## src/rtl/timer_mag_pkg.sv

```systemverilog
// Shared types and constants for the microwave cook timer.
package timer_mag_pkg;

  localparam int BCD_W = 4;
  localparam logic [BCD_W-1:0] BCD_NINE      = 4'd9;
  localparam logic [BCD_W-1:0] SEC_TENS_WRAP = 4'd5;

  typedef enum logic [1:0] {
    IDLE  = 2'd0,
    ENTRY = 2'd1,
    RUN   = 2'd2,
    DONE  = 2'd3
  } state_e;

endpackage

```

## src/rtl/mw_bcd_dec.sv

```systemverilog
// Combinational one-second decrement of an MM:SS time held as four BCD digits.
// 00:00 is passed through unchanged.
module mw_bcd_dec
  import timer_mag_pkg::*;
(
  input  logic [BCD_W-1:0] min_tens_i,
  input  logic [BCD_W-1:0] min_ones_i,
  input  logic [BCD_W-1:0] sec_tens_i,
  input  logic [BCD_W-1:0] sec_ones_i,
  output logic [BCD_W-1:0] min_tens_o,
  output logic [BCD_W-1:0] min_ones_o,
  output logic [BCD_W-1:0] sec_tens_o,
  output logic [BCD_W-1:0] sec_ones_o,
  output logic             is_zero_next_o
);

  always_comb begin
    // NOTE: every output gets a default first so no path leaves one unassigned (no latch).
    min_tens_o = min_tens_i;
    min_ones_o = min_ones_i;
    sec_tens_o = sec_tens_i;
    sec_ones_o = sec_ones_i;
    if (sec_ones_i != '0) begin
      sec_ones_o = sec_ones_i - 4'd1;
    end else if (sec_tens_i != '0) begin
      sec_tens_o = sec_tens_i - 4'd1;
      sec_ones_o = BCD_NINE;
    end else if (min_ones_i != '0) begin
      min_ones_o = min_ones_i - 4'd1;
      sec_tens_o = SEC_TENS_WRAP;
      sec_ones_o = BCD_NINE;
    end else if (min_tens_i != '0) begin
      min_tens_o = min_tens_i - 4'd1;
      min_ones_o = BCD_NINE;
      sec_tens_o = SEC_TENS_WRAP;
      sec_ones_o = BCD_NINE;
    end
    is_zero_next_o = (min_tens_o == '0) && (min_ones_o == '0) &&
                     (sec_tens_o == '0) && (sec_ones_o == '0);
  end

endmodule

```

## src/rtl/timer_mag.sv

```systemverilog
// Microwave cook timer: keypad-loaded MM:SS countdown that raises timer_done at 00:00.
// Define TIMER_MAG_BEEP_EN to add the done beep; otherwise beep is tied low.
module timer_mag
  import timer_mag_pkg::*;
#(
  parameter int TICK_DIV    = 100,
  parameter int BEEP_CYCLES = 300
) (
  input  logic             clk,
  input  logic             resetn,
  input  logic             clearn,
  input  logic             key_valid,
  input  logic [BCD_W-1:0] key_digit,
  input  logic             mag_on,
  output logic [BCD_W-1:0] min_tens,
  output logic [BCD_W-1:0] min_ones,
  output logic [BCD_W-1:0] sec_tens,
  output logic [BCD_W-1:0] sec_ones,
  output logic             timer_done,
  output logic             running,
  output logic             beep
);

  localparam int PRE_W = (TICK_DIV > 1) ? $clog2(TICK_DIV) : 1;
  localparam logic [PRE_W-1:0] PRE_LAST = PRE_W'(TICK_DIV - 1);

  state_e           state_q, state_d;
  logic [BCD_W-1:0] min_tens_q, min_ones_q, sec_tens_q, sec_ones_q;
  logic [BCD_W-1:0] min_tens_d, min_ones_d, sec_tens_d, sec_ones_d;
  logic [PRE_W-1:0] pre_q, pre_d;
  logic             done_q, done_d, running_q, running_d;

  logic [BCD_W-1:0] dec_min_tens, dec_min_ones, dec_sec_tens, dec_sec_ones;
  logic             dec_zero;
  logic             key_accept;

  mw_bcd_dec u_dec (
    .min_tens_i     (min_tens_q),
    .min_ones_i     (min_ones_q),
    .sec_tens_i     (sec_tens_q),
    .sec_ones_i     (sec_ones_q),
    .min_tens_o     (dec_min_tens),
    .min_ones_o     (dec_min_ones),
    .sec_tens_o     (dec_sec_tens),
    .sec_ones_o     (dec_sec_ones),
    .is_zero_next_o (dec_zero)
  );

  // Keys are locked out while the magnetron runs; non-decimal codes are dropped.
  assign key_accept = key_valid && !mag_on && (key_digit <= BCD_NINE);

  always_comb begin
    state_d    = state_q;
    min_tens_d = min_tens_q;
    min_ones_d = min_ones_q;
    sec_tens_d = sec_tens_q;
    sec_ones_d = sec_ones_q;
    pre_d      = pre_q;
    done_d     = done_q;
    if (!clearn) begin
      state_d    = IDLE;
      min_tens_d = '0;
      min_ones_d = '0;
      sec_tens_d = '0;
      sec_ones_d = '0;
      pre_d      = '0;
      done_d     = 1'b0;
    end else if (key_accept) begin
      min_tens_d = min_ones_q;
      min_ones_d = sec_tens_q;
      sec_tens_d = sec_ones_q;
      sec_ones_d = key_digit;
      pre_d      = '0;
      done_d     = 1'b0;
      state_d    = ({min_ones_q, sec_tens_q, sec_ones_q, key_digit} != '0) ? ENTRY : IDLE;
    end else begin
      unique case (state_q)
        IDLE: if (mag_on) begin
          // Starting with nothing entered must still shut the magnetron off.
          state_d = DONE;
          done_d  = 1'b1;
        end
        ENTRY, RUN: if (mag_on) begin
          state_d = RUN;
          if (pre_q == PRE_LAST) begin
            pre_d      = '0;
            min_tens_d = dec_min_tens;
            min_ones_d = dec_min_ones;
            sec_tens_d = dec_sec_tens;
            sec_ones_d = dec_sec_ones;
            if (dec_zero) begin
              state_d = DONE;
              done_d  = 1'b1;
            end
          end else begin
            pre_d = pre_q + PRE_W'(1);
          end
        end
        DONE: ;
        default: state_d = IDLE;
      endcase
    end
    running_d = (state_d == RUN) && mag_on;
  end

  always_ff @(posedge clk or negedge resetn) begin
    if (!resetn) begin
      state_q    <= IDLE;
      min_tens_q <= '0;
      min_ones_q <= '0;
      sec_tens_q <= '0;
      sec_ones_q <= '0;
      pre_q      <= '0;
      done_q     <= 1'b0;
      running_q  <= 1'b0;
    end else begin
      // NOTE: non-blocking assignments so every register samples pre-edge values.
      state_q    <= state_d;
      min_tens_q <= min_tens_d;
      min_ones_q <= min_ones_d;
      sec_tens_q <= sec_tens_d;
      sec_ones_q <= sec_ones_d;
      pre_q      <= pre_d;
      done_q     <= done_d;
      running_q  <= running_d;
    end
  end

  assign min_tens   = min_tens_q;
  assign min_ones   = min_ones_q;
  assign sec_tens   = sec_tens_q;
  assign sec_ones   = sec_ones_q;
  assign timer_done = done_q;
  assign running    = running_q;

`ifdef TIMER_MAG_BEEP_EN
  localparam int BEEP_W = $clog2(BEEP_CYCLES + 1);

  logic [BEEP_W-1:0] beep_cnt_q;
  logic              beep_q;
  logic              enter_done;

  // Clear and key entry never lead into DONE, so this only fires on expiry.
  assign enter_done = (state_d == DONE) && (state_q != DONE);

  always_ff @(posedge clk or negedge resetn) begin
    if (!resetn) begin
      beep_q     <= 1'b0;
      beep_cnt_q <= '0;
    end else if (!clearn || key_accept) begin
      beep_q     <= 1'b0;
      beep_cnt_q <= '0;
    end else if (enter_done) begin
      beep_q     <= 1'b1;
      beep_cnt_q <= BEEP_W'(BEEP_CYCLES - 1);
    end else begin
      beep_q <= (beep_cnt_q != '0);
      if (beep_cnt_q != '0) beep_cnt_q <= beep_cnt_q - BEEP_W'(1);
    end
  end

  assign beep = beep_q;
`else
  assign beep = 1'b0;
`endif

endmodule

```

## config.mk

```make
export PLATFORM = sky130hd
export DESIGN_NAME = timer_mag
export DESIGN_NICKNAME = d
export VERILOG_FILES = /design/src/rtl/timer_mag_pkg.sv /design/src/rtl/mw_bcd_dec.sv /design/src/rtl/timer_mag.sv
export SDC_FILE = /design/constraint.sdc
export NUM_CORES = 1
export LEC_CHECK = 0
export BUFFER_PORTS_ARGS = -buffer_cell sky130_fd_sc_hd__clkbuf_2
export CAP_MARGIN = 20
export CORE_MARGIN = 8
export CORE_UTILIZATION = 60
export CTS_CLUSTER_DIAMETER = 200
export CTS_CLUSTER_SIZE = 12
export DETAILED_ROUTE_END_ITERATION = 16
export PLACE_DENSITY = 0.83
export SYNTH_ARGS = -nofsm -noshare
export SYNTH_HDL_FRONTEND = slang
export SYNTH_SLANG_ARGS = --single-unit
```

## constraint.sdc

```tcl
create_clock -name clk -period 4.6 [get_ports clk]
set_input_delay 0.23 -clock clk [delete_from_list [all_inputs] [get_ports clk]]
set_output_delay 0.23 -clock clk [all_outputs]
set_load 0.1 [all_outputs]
```

==> Word-level counts from Yosys, hierarchy flattened <==
Cells that the tools add are included.
W data, S select, Z words.
{ "word_totals": {"ff_bits": 27, "input_bits": 9, "output_inout_bits": 19, "word_cells": 103} }
{ "classes": {"add_sub_neg": 5, "order_cmp": 1, "eq_ne": 12, "muxes": 56, "reduce_logical": 21} }
{ "ops": {"columns": ["cell", "n"], "rows": [
  ["$mux W4", 36],
  ["$mux W7", 5],
  ["$logic_not A4 Y1", 4],
  ["$ne A4 B4 Y1 const B", 4],
  ["$reduce_bool A16 Y1", 1],
  ["$reduce_bool A4 Y1", 4],
  ["$sub A4 B1 Y4 const B", 4],
  ["$mux W1", 9],
  ["$ne A3 B1 Y1 const B", 3],
  ["$mux W2", 4],
  ["$add A7 B1 Y7 const B", 1],
  ["$eq A7 B7 Y1 const B", 1],
  ["$logic_and A1 B1 Y1", 6],
  ["$reduce_and A5 Y1", 1],
  ["$eq A2 B2 Y1 const B", 2],
  ["$le A4 B4 Y1 const B", 1],
  ["$ne A4 B1 Y1 const B", 1],
  ["$pmux W2 S2", 1],
  ["$reduce_and A3 Y1", 1],
  ["$eq A2 B1 Y1 const B", 1],
  ["$logic_not A2 Y1", 1],
  ["$pmux W1 S2", 1],
  ["$reduce_and A2 Y1", 1],
  ["$reduce_or A2 Y1", 1],
  ["$logic_not A1 Y1", 1]
]} }

==> Longest topological paths before layout <==
{ "logic_depth": {"ltp_word": 17, "depth_mapped": 10, "ltp_nobuf": 8} }

==> Modules after synthesis <==
Synthesis repeated with hierarchy kept, for this count alone.
{ "unflattened": {"cells_unflattened": 248, "area_unflattened_um2": 2208.4} }
{ "modules_own_cells": {"columns": ["module", "n_inst", "cells_each", "area_each_um2", "seq_area_each_um2"], "rows": [
  ["timer_mag", 1, 151, 1527.7, 675.6],
  ["mw_bcd_dec", 1, 97, 680.7, 0.0]
]} }

==> Worst setup path after synthesis <==
No wires, ideal clock.
{ "synth_timing": {"kind": "reg-to-reg", "start": "register sec_ones_q[0], in the netlist sec_ones[0]", "end": "register running_q, in the netlist running", "arrival_ns": 3.226, "setup_slack_ns": 1.250, "path_stages_with_launch": 11, "cell_sequence": "dfrtp_1 > inv_1 > ha_1 > or3b_1 > buf_2 > or4_1 > buf_2 > mux2i_1 > nand2_1 > or4_4 > o31a_1"} }
{ "synth_via": {"elab_chain_cells": 14, "elab_cells_between_ends": 26} }
{ "synth_lines": {"columns": ["item", "line", "text"], "rows": [
  ["start, declared", "timer_mag.sv:28", "logic [BCD_W-1:0] min_tens_q, min_ones_q, sec_tens_q, sec_ones_q;"],
  ["start signal, assigned", "timer_mag.sv:122", "sec_ones_q <= sec_ones_d;"],
  ["branches (longest 10 deep; another with $sub A4 B1 Y4)", null, null],
  ["$mux W2 (*)", "timer_mag.sv:68", "end else if (key_accept) begin"],
  ["$mux W2 (*)", "timer_mag.sv:60", "if (!clearn) begin"],
  ["$eq A2 B2 Y1 (*)", "timer_mag.sv:103", "running_d = (state_d == RUN) && mag_on;"],
  ["$logic_and A1 B1 Y1 (*)", "timer_mag.sv:103", null],
  ["via running_d", "timer_mag.sv:31", "logic done_q, done_d, running_q, running_d;"],
  ["end signal, assigned", "timer_mag.sv:125", "running_q <= running_d;"],
  ["end, declared", "timer_mag.sv:31", null]
]} }
Mark *: on every way through the listed nets, which the timed path passes.
A chain may end at the register's enable or synchronous reset.

==> Worst setup path after layout <==
Same ends and word-level chain as after synthesis.

==> metrics.md <==
| Metric | Value |
|---|---|
| Tmin final | `3.06 ns` |
| Cell internal pwr | `657 µW` |
| Vias per inst | `6.25` |
| Max Root-Sink Buffers | `2` |
| Worst-Margin Slew | `0.770 ns` |
| Hold path startpoint | `key_digit[3]` |
| Critical Path Source Type | `flip-flop` |
| Hpwl dp | `3.82 mm` |
| RSZ-0062 raised after global routing | `no` |
| Cells on worst reg2reg path | `8` |
| Number of remaining DRC errors | `0` |
| Lkg Pwr | `0.000963 µW` |
| Clock sinks | `27` |
| Clock Skew | `0.0155 ns` |
| TNS Setup | `0 ns` |
| Crit end category | `flip-flop` |
| Layout Cells excl Fill | `312` |
| Antenna cells | `0` |
| Antenna-violating nets left | `0` |
| Post-synth cell types | `54` |
| Vias | `1950` |
| Most common cell after layout, fill and taps aside | `nand2_1` |
| Commonest cells after routing, fill and taps aside | `31 x nand2_1, 27 x dfrtp_1, 26 x clkbuf_2` |
| Drt pass-1 iters | `4` |
| WL final | `5.09 mm` |
| Die width | `73.6 µm` |
| Cell Pwr Density | `750 nW/µm²` |
| GRT Total Usage | `19.5%` |
| Layout area overhead | `8.66%` |
| CTS tree | `built` |
| Slew Viols, Final | `0` |
| Synth Instances | `247` |
| Share of cells above drive strength 1 | `13.2%` |
| Max Cap Viol | `0` |
| Count of flip-flops with a built-in enable after synthesis | `0` |
| Synth top area share | `33.9%` |
| Max Freq | `0.327 GHz` |
| Main synth FF type | `dfrtp_1` |
| Die Ht | `73.6 µm` |
| Biggest area consumer among synthesized cells | `dfrtp_1` |
| Final setup fails | `0` |
| Status | `finished, final reports clean` |
| Post-Synth Adder-Cell Area | `5.65%` |
| Reg-to-reg setup timing slack | `1.54 ns` |
| Placed cells | `307` |
| NumNets Final | `285` |
| DIE AREA | `5420 µm²` |
| Initial core utilization | `61.2%` |
| Hold Path Cell Cnt | `3` |
| First-pass GRT wire length | `8.47 mm` |
| Critical Path AT | `3.30 ns` |
| Synthesized flop and latch total | `27` |
| Sequential share of power | `22.9%` |
| Sw Share | `59.5%` |
| Wire length per cell | `16.3 µm` |
| Final Util | `66.5%` |
| Ys async rst share | `100%` |
| TritonCTS Buffers | `3` |
| Post-synthesis mux area share | `2.57%` |
| Worst Hold End | `sec_ones[3]$_DFFE_PN0P_` |
| Root Driver | `clkbuf_4` |
| Largest family of logic cells by synthesized area | `simple AND/OR/NAND/NOR gates` |
| Power share of the clock group | `6.5%` |
| XOR/XNOR Fraction of Synth Area | `1.76%` |
| Post-CTS Setup Bufs | `0` |
| Hold Vio Cnt, Final | `0` |
| Post-synthesis compound-gate area fraction | `22.7%` |
| Io pins | `28` |
| CTS resizes | `0` |
| Hold Buf Count CTS | `1` |
| Vias in the first global route | `1836` |
| IO Port Bufs | `26` |
| R2R Path End | `running$_DFF_PN0_` |
| Fin crit share | `66.5%` |
| Comb pwr share | `70.6%` |
| Fill cells | `301` |
| Total core area | `3260 µm²` |
| Seq/Total Area, Yosys | `33.9%` |
| Synth area leaders | `dfrtp_1 34%, nand2_1 5.8%, ha_1 5.6%` |
| Gr ovfl total | `0` |
| Synth Warn # | `0` |
| Syn avg cell area | `8.07 µm²` |
| Gpl congestion | `0.944` |
| Clk slew on worst S/H paths | `0.15 ns` |
| Mapped cell area | `1990 µm²` |
| Switching pwr | `967 µW` |
| H-tree levels | `1` |
| Critical path peak fanout | `8` |
| Row count | `21` |
| Drt initial violations | `191` |
| Slew HR | `48.7%` |
| Reg2reg start | `sec_ones[0]$_DFFE_PN0P_` |
| CP Data Required Time | `4.84 ns` |
| Net Count, Synth | `265` |
| HP Class | `in2reg` |
| WS Path Type | `reg2reg` |
| Post-Synth Simple-Gate Area | `27.8%` |
| Peak supply drop | `0.628 mV` |
| Pin count of the biggest net entering global routing | `28` |
| Worst-Skew Late Latency | `0.33 ns` |
| Initial antenna violation count | `0` |
[how the worst max path moves through the flow]
stage / from / end / depth (start not counted)
after detailed placement: sec_ones[0]$_DFFE_PN0P_ / running$_DFF_PN0_ / 8
final: sec_ones[0]$_DFFE_PN0P_ / running$_DFF_PN0_ / 8
after global routing: sec_ones[0]$_DFFE_PN0P_ / running$_DFF_PN0_ / 8
after global placement: sec_ones[0]$_DFFE_PN0P_ / running$_DFF_PN0_ / 8
after CTS: sec_ones[0]$_DFFE_PN0P_ / running$_DFF_PN0_ / 8
after floorplan: sec_ones[0]$_DFFE_PN0P_ / running$_DFF_PN0_ / 10
[worst max-delay path, cell delays in order, from the launching register on]
cell and delay, ns:
dfrtp_1 0.49, inv_1 0.13, ha_1 0.21, or3b_1 0.49, or4_1 0.64, mux2i_1 0.18
nand2_1 0.08, or4_4 0.43, o31a_1 0.31
[flip-flops by register name, indices dropped and copies added (netlist names)]
register,count
timer_done,1
min_ones,4
running,1
sec_ones,4
state_q,2
sec_tens,4
min_tens,4
pre_q,7
[routing by layer]
layer | vias up | routed length [µm] | global-route usage (%)
met2 | 71 | 2390 | 31.3
met4 | 0 | 49 | 3.99
li1 | 950 | - | -
met3 | 7 | 333 | 3.96
met1 | 922 | 2310 | 26.2
met5 | - | 0 | 0
[synth_stat cells, types with 2 or more instances]
cell type,instances
nor2b_1,3
a22o_1,2
a21oi_1,13
nand2b_1,4
dfrtp_1,27
nor2_1,20
o221ai_1,2
o31a_1,2
o21ai_0,12
nand3b_1,3
clkbuf_1,9
o21a_1,2
nor3b_1,2
o32a_1,2
buf_2,2
xor2_1,3
nand4_1,4
a31oi_1,4
a211oi_1,7
nor3b_2,2
o22ai_1,9
o211ai_1,3
inv_1,15
or4_1,2
nor3_1,11
nand2_1,31
nand3_1,10
or3b_1,3
ha_1,9
mux2i_1,4
nor4_1,2
[layout make-up]
| cell class | count | area (µm²) | share of cell area (%) |
|---|---|---|---|
| Tap cell | 46 | 57.6 | 2.66 |
| Clock buffer | 4 | 26.3 | 1.21 |
| Sequential cell | 27 | 676 | 31.2 |
| Timing Repair Buffer | 27 | 140 | 6.47 |
| Multi-Input combinational cell | 193 | 1210 | 55.9 |
| Inverter | 15 | 56.3 | 2.60 |
[stage by stage]
step / hold slack (ns) / area, µm² / power, µW / setup slack (ns)
after global routing: 0.223 / 2170 / 1730 / 1.39
after global placement: 0.302 / 2130 / 1500 / 1.64
final: 0.222 / 2170 / 1620 / 1.54
after CTS: 0.217 / 2170 / 1620 / 1.55
after floorplan: -0.0656 / 1990 / 1290 / 1.25
after detailed placement: 0.305 / 2130 / 1500 / 1.59
[cell families (layout without fill, tap and decap cells)]
logic type,count (synthesis),count (layout)
flip-flops,27,27
adder cells (fa/ha/maj),9,9
AO/OA/AOI/OAI,68,68
multiplexers,5,5
XOR/XNOR,4,4
AND/OR/NAND/NOR,106,106
buffers and inverters,27,46
other,1,1
[power groups by stage]
stage | Combinational (µW) | Sequential [µW] | Clock (µW)
after floorplan | 618 | 674 | 0
after global placement | 1130 | 369 | 0
after detailed placement | 1130 | 374 | 0
after CTS | 1140 | 369 | 109
after global routing | 1230 | 383 | 119
final | 1150 | 371 | 106
No activity file was read; power rests on OpenSTA's default activity.
